## config.mk

```make
export PLATFORM = sky130hd
export DESIGN_NAME = quad_updown_decoder
export DESIGN_NICKNAME = d
export VERILOG_FILES = /design/src/rtl/quad_updown_decoder.sv
export SDC_FILE = /design/constraint.sdc
export NUM_CORES = 1
export LEC_CHECK = 0
export BUFFER_PORTS_ARGS = -buffer_cell sky130_fd_sc_hd__clkbuf_2
export CAP_MARGIN = 10
export CORE_AREA = 5 5 42 44
export CTS_BUF_LIST = sky130_fd_sc_hd__clkbuf_2
export CTS_CLUSTER_SIZE = 24
export DETAILED_ROUTE_END_ITERATION = 8
export DIE_AREA = 0 0 47 49
export MAX_ROUTING_LAYER = met4
export PLACE_DENSITY = 0.85
export REMOVE_ABC_BUFFERS = 1
export SLEW_MARGIN = 20
export SYNTH_ARGS = -nofsm -noshare
export SYNTH_HDL_FRONTEND = slang
export SYNTH_SLANG_ARGS = --single-unit
export TNS_END_PERCENT = 1
```

## constraint.sdc

```tcl
create_clock -name Clk -period 1.8 [get_ports Clk]
set_input_delay 0.18 -clock Clk [delete_from_list [all_inputs] [get_ports Clk]]
set_output_delay 0.18 -clock Clk [all_outputs]
set_load 0.01 [all_outputs]
```

## src/rtl/quad_updown_decoder.sv

```systemverilog
// quad_updown_decoder
//   x4 quadrature decoder. Phases A/B are synchronized, then each cycle the
//   synchronized pair is compared with the pair from the previous cycle. A legal
//   Gray step moves Count up or down. A change in both bits at once is flagged
//   as an error. Every output is registered.
//
// Ports
//   Clk       system clock; all logic on the rising edge
//   reset     synchronous active-low reset
//   A, B      encoder phases, asynchronous to Clk
//   clr       synchronous clear of Count and err_flag (active high)
//   Count     wrapping position count, WIDTH bits
//   UpOrDown  direction of the last legal step (1 = up)
//   step      one-cycle pulse per legal step
//   err       one-cycle pulse per illegal transition
//   err_flag  sticky error, cleared by clr or reset

module quad_updown_decoder #(
    parameter int unsigned WIDTH       = 4,
    parameter int unsigned SYNC_STAGES = 2
) (
    input  logic             Clk,
    input  logic             reset,
    input  logic             A,
    input  logic             B,
    input  logic             clr,
    output logic [WIDTH-1:0] Count,
    output logic             UpOrDown,
    output logic             step,
    output logic             err,
    output logic             err_flag
);

    localparam int unsigned PrimeW = $clog2(SYNC_STAGES + 1);
    localparam logic [PrimeW-1:0] PrimeLast = PrimeW'(SYNC_STAGES);

    typedef enum logic [0:0] {StPrime, StRun} state_e;

    state_e             state_q, state_d;
    logic [PrimeW-1:0]  prime_cnt_q, prime_cnt_d;
    logic [SYNC_STAGES-1:0] a_sync_q, b_sync_q;
    logic [1:0]         ab_s;
    logic [1:0]         prev_ab_q;
    logic [WIDTH-1:0]   count_q, count_d;
    logic               dir_q, dir_d;
    logic               step_q, step_d;
    logic               err_q, err_d;
    logic               flag_q, flag_d;
    logic               is_up, is_dn, is_bad;

    assign ab_s = {a_sync_q[SYNC_STAGES-1], b_sync_q[SYNC_STAGES-1]};

    // Classify {previous, current} phase pair. Up order is 00->01->11->10->00.
    always_comb begin
        is_up  = 1'b0;
        is_dn  = 1'b0;
        is_bad = 1'b0;
        case ({prev_ab_q, ab_s})
            4'b00_01, 4'b01_11, 4'b11_10, 4'b10_00: is_up  = 1'b1;
            4'b00_10, 4'b10_11, 4'b11_01, 4'b01_00: is_dn  = 1'b1;
            4'b00_11, 4'b11_00, 4'b01_10, 4'b10_01: is_bad = 1'b1;
            default: ;
        endcase
    end

    // Next-state and output logic
    always_comb begin
        state_d     = state_q;
        prime_cnt_d = prime_cnt_q;
        count_d     = count_q;
        dir_d       = dir_q;
        step_d      = 1'b0;
        err_d       = 1'b0;
        flag_d      = flag_q;

        unique case (state_q)
            StPrime: begin
                // Hold off decoding until the synchronizer and prev_ab carry
                // real pin values, so the value at reset release is absorbed.
                if (prime_cnt_q == PrimeLast) begin
                    state_d     = StRun;
                    prime_cnt_d = '0;
                end else begin
                    prime_cnt_d = prime_cnt_q + PrimeW'(1);
                end
            end
            StRun: begin
                if (is_up) begin
                    count_d = count_q + WIDTH'(1);
                    dir_d   = 1'b1;
                    step_d  = 1'b1;
                end else if (is_dn) begin
                    count_d = count_q - WIDTH'(1);
                    dir_d   = 1'b0;
                    step_d  = 1'b1;
                end else if (is_bad) begin
                    err_d  = 1'b1;
                    flag_d = 1'b1;
                end
            end
            default: state_d = StPrime;
        endcase

        // clr overrides only the count and the sticky flag; pulses and
        // direction still report what was decoded.
        if (clr) begin
            count_d = '0;
            flag_d  = 1'b0;
        end
    end

    always_ff @(posedge Clk) begin
        if (!reset) begin
            state_q     <= StPrime;
            prime_cnt_q <= '0;
            a_sync_q    <= '0;
            b_sync_q    <= '0;
            prev_ab_q   <= 2'b00;
            count_q     <= '0;
            dir_q       <= 1'b0;
            step_q      <= 1'b0;
            err_q       <= 1'b0;
            flag_q      <= 1'b0;
        end else begin
            state_q     <= state_d;
            prime_cnt_q <= prime_cnt_d;
            a_sync_q    <= {a_sync_q[SYNC_STAGES-2:0], A};
            b_sync_q    <= {b_sync_q[SYNC_STAGES-2:0], B};
            prev_ab_q   <= ab_s;
            count_q     <= count_d;
            dir_q       <= dir_d;
            step_q      <= step_d;
            err_q       <= err_d;
            flag_q      <= flag_d;
        end
    end

    assign Count    = count_q;
    assign UpOrDown = dir_q;
    assign step     = step_q;
    assign err      = err_q;
    assign err_flag = flag_q;

endmodule

```

---- Word-level counts from Yosys, hierarchy flattened ----
Cells that the tools add are included.
operators by class
  div/mod/pow operators ................... 0
  equal/unequal tests ..................... 13
  reductions and logical operators ........ 9
  add/sub/neg operators ................... 3
  shifts and indexed selects .............. 0
  $mul .................................... 0
  bitwise logic cells ..................... 4
  magnitude comparators ................... 0
  multiplexer cells ....................... 13
operator list
  cell                                                  number
  equality test 4 bit (second input constant)           6
  OR reduction 4 bit                                    4
  equality test 4 x 3 -> 1 bit (second input constant)  3
  two-way mux 1 bit                                     10
  equality test 4 x 2 -> 1 bit (second input constant)  2
  two-way mux 4 bit                                     2
  adder 4 x 1 -> 4 bit (second input constant)          1
  equality test 4 x 1 -> 1 bit (second input constant)  1
  inverter 1 bit                                        4
  AND reduction 2 bit                                   2
  AND reduction 4 bit                                   1
  subtractor 4 x 1 -> 4 bit (second input constant)     1
  adder 2 x 1 -> 2 bit (second input constant)          1
  equality test 2 bit (second input constant)           1
  two-way mux 2 bit                                     1
  nonzero test 2 bit                                    1
  OR reduction 2 bit                                    1
word-level totals
  bits in registers ....................... 17
  latch bits .............................. 0
  memory bits (read-only) ................. 0
  logic and storage cells ................. 52
  memories kept ........................... 0
  input bits .............................. 5
  bits in writable memories ............... 0
  output and inout bits ................... 8

---- Longest topological paths before layout ----
  depth after elaboration ................. 5
  depth in mapped cells ................... 8
  depth with buffers taken out ............ 8

---- Least setup slack after synthesis ----
OpenSTA, ideal clock, no wires.
  kind .................................... register -> register
  start ................................... register prev_ab_q[0]
  end ..................................... register count_q[2], in the netlist Count[2]
  path buffers ............................ 0
  path slack .............................. 0.160 ns
  data required time ...................... 1.728 ns
  arrival ................................. 1.568 ns
  stages on the path, launching flop included .. 9
  period minus slack after synthesis ...... 1.640 ns
  setup time .............................. 0.072 ns
  path through ............................ dfxtp_1 -> xor2_1 -> nor2_1 -> xnor2_1 -> ha_1 -> nor2_1 -> o21ai_0 -> a211oi_1 -> mux2i_1
on the way
  word-level cells in the longest chain between the ends .. 5
  elaborated cells on any way between the ends .. 15
  those cells by class .................... eq/ne (8); mux (3); reduce/logical (4)
RTL lines
  what                                                        line  source
  from (decl)                                                 43    logic [1:0] prev_ab_q;
  from (signal assigned)                                      129   prev_ab_q <= ab_s;
  equality test 4 x 1 -> 1 bit, or another cell as far along  58    case ({prev_ab_q, ab_s})
  OR reduction 4 bit                                          58
  two-way mux 1 bit                                           58
  nonzero test 2 bit (no source line)                         --
  AND reduction 2 bit (no source line)                        --
  to (signal assigned)                                        130   count_q <= count_d;
  to (decl)                                                   44    logic [WIDTH-1:0] count_q, count_d;
Parallel ways exist; a longest one is shown, timed or not.
A chain may end at the register's enable or synchronous reset.

---- Final worst setup path ----
Ends and elaborated chain as after synthesis.

==> results.yml <==
outcome:
  outcome: "finished, final reports clean"
routing:
  first_pass_iters: 4
  via_per_inst: 5.03
  drt_wl_total_um: 1330
  drc: 0
  drt_iter0_drc: 20
  via_count: 558
  ant_nets: 0
  routedWlPerCell_um: 12.0
clocking:
  clock_sinks: 17
  path_clk_slew_ns: 0.16
  worst_skew_pair.late_latency_ns: 0.28
  htreeDepth: 1
  clk_path_buf_depth: 2
  clockRootBuffer: "clkbuf_2"
  cts_tree: "yes"
  cts_hold_buf: 0
  cts_buffers: 3
  post_cts_resize_count: 1
  postCtsSetupRepairBufs: 0
power:
  ir_worst_vdd_v: 0.000460
  p_leak_uw: 0.000346
  power_density_nw_per_um2: 778
critical_path:
  start_kind: "flop"
  rr_endpoint: "Count[2]$_SDFFE_PP0P_"
  critPathLaunch: "prev_ab_q[0]$_SDFF_PN0_"
  crit_path_max_fanout: 3
  endpoint_kind: "flop"
  r2r_slack_ns: 0.1
  worst_ep_required_time_ns: 2.02
  crit_arrival_ns: 1.93
  ff2ff_path_depth: 8
  worstSetupPathType: "flop to flop"
  r2r_start: "prev_ab_q[0]$_SDFF_PN0_"
synth:
  syn-cell-area_um2: 701
  ys_seq_area_share_pct: 48.6
  yosys_warnings: 0
  ys_seq_elements: 17
  yosysTopAreaCell: "dfxtp_1"
  syn_inst: 76
  synth_top_area_share_pct: 48.6
  synth.area.top_cells: "dfxtp_1 (49%), and2_1 (5.4%), a21oi_1 (5.0%)"
  avgSynthCellArea_um2: 9.22
  ys_types: 20
die:
  die_h_um: 49
  rows: 14
  dieArea_um2: 2300
  start_util_pct: 50.0
  core_um2: 1400
  die_w_um: 47
  ios: 13
placed_design:
  preCtsSetupSlack_ns: 0.0110
  dp_hpwl_um: 1020
  port_buffers: 12
  gp_congestion: 0.863
cells_and_area:
  regArea_um2: 343
  antennaDiodeCount: 0
  fill_cells: 124
  syn2layout_area_growth_pct: 20.7
  final_layout_size_suffix_gt1_share_pct: 29.5
  multi_input_area_um2: 369
  final_cell_mix: "dfxtp_1 (15), clkbuf_2 (15), nor2_1 (7), a21oi_1 (7)"
  final_nets: 102
hold_path:
  worstHoldStart: "B"
  holdPathEnd: "b_sync_q[0]$_SDFF_PN0_"
  min_path_type: "primary input to flop"
  worstHoldPathCells: 2
global_route:
  grt_pass1_vias: 520
  grt_max_degree: 11
  grt_pass1_wl_um: 2230
  antenna_found_initial: 0
  overflow: 0
  track_usage_pct: 13.1
timing:
  worst_pin_slew_ns: 0.344
  relSlewSlack_pct: 77.0
  hold_ws_ns: 0.0897
  setup_slack_ns: 0.0963
  setup_viol: 0
  timing.fmax_mhz: 587
  finalMaxSlewViolations: 0
  min_period_over_period_pct: 94.6
  final_hold_viol_count: 0
  final.setup_skew_ns: 0.00314
  fin_crit_ns: 1.70
job:
  drv_cap: 0
==> worst max-delay path: stages, from the launching register on <==
cell,delay (ns)
dfxtp_1,0.42
xor2_2,0.19
nor2_1,0.09
xnor2_1,0.13
ha_1,0.19
nor2_1,0.07
o21ai_0,0.11
a211oi_2,0.25
mux2i_1,0.20
==> logic make-up after synthesis <==
family	count (synthesis)	synth area share, %
mux	2	2.86
compound gates	14	10.7
simple gates	31	22.3
fa+ha+maj	1	1.79
buf+inv	3	1.61
xor+xnor	8	12.1
flops	17	48.6
==> per-stage QoR <==
stage | instance area, um^2 | instances | setup TNS, ns | util [%] | total power, uW
after CTS | 828 | 111 | 0 | 59.1 | 660
after detailed placement | 803 | 107 | 0 | 57.3 | 498
final | 846 | 111 | 0 | 60.4 | 658
after global placement | 803 | 107 | 0 | 57.3 | 493
after floorplan | 701 | 76 | 0 | - | 472
after global routing | 846 | 111 | -0.00525 | 60.4 | 706
==> power breakdown <==
| part | total [uW] | leakage [uW] | internal (uW) | switching, uW |
|---|---|---|---|---|
| clock network | 163 | 0.0000164 | 50.4 | 113 |
| logic | 84.5 | 0.000190 | 37.7 | 46.9 |
| registers | 410 | 0.000139 | 394 | 16.3 |
| total | 658 | 0.000346 | 482 | 176 |
==> sequential cells by signal (all words and copies together), names as in the netlist <==
name / count
Count: 4
a_sync_q: 2
b_sync_q: 2
prev_ab_q: 2
prime_cnt_q: 2
UpOrDown: 1
err: 1
err_flag: 1
state_q: 1
step: 1
==> worst max path at each step <==
stage	to	cells past startpoint	slack (ns)
6_report	Count[2]$_SDFFE_PP0P_	8	0.1
5_1_grt	Count[2]$_SDFFE_PP0P_	8	-0.005
4_1_cts	Count[2]$_SDFFE_PP0P_	8	0.05
3_5_place_dp	Count[2]$_SDFFE_PP0P_	8	0.01
3_3_place_gp	Count[2]$_SDFFE_PP0P_	8	0.16
2_1_floorplan	Count[2]$_SDFFE_PP0P_	8	0.16
==> per-layer routing <==
layer / vias up / routed length (um) / GRT usage (%)
li1: 290 / - / -
met1: 256 / 551 / 17.3
met2: 12 / 705 / 20.6
met3: 0 / 70 / 3.32
met4: 0 / 0 / 1.38
met5: - / 0 / -
==> final cells by class <==
cell class                 count  share of cell area (%)
multi-input combinational     56                    43.6
sequential                    17                    40.5
timing repair buffer          15                    9.76
clock buffer                   3                    1.78
clock inverter                 1                   0.592
tap                           16                    2.37
inverter                       3                    1.33
==> cells in the mapped netlist <==
cell and n:
nand2b_1 2, ha_1 1, or2_2 2, dfxtp_1 17, or3_1 1, nand2_1 6
xor2_2 2, o21ai_0 5, nor2_1 7, and2_1 6, mux2i_1 2, and3_1 1
a211oi_1 2, nand3_1 2, a21oi_1 7, inv_1 3, nor3_1 3, xnor2_1 4
nand3b_1 1, xor2_1 2
Note: power is estimated with default switching activity, not from simulation.
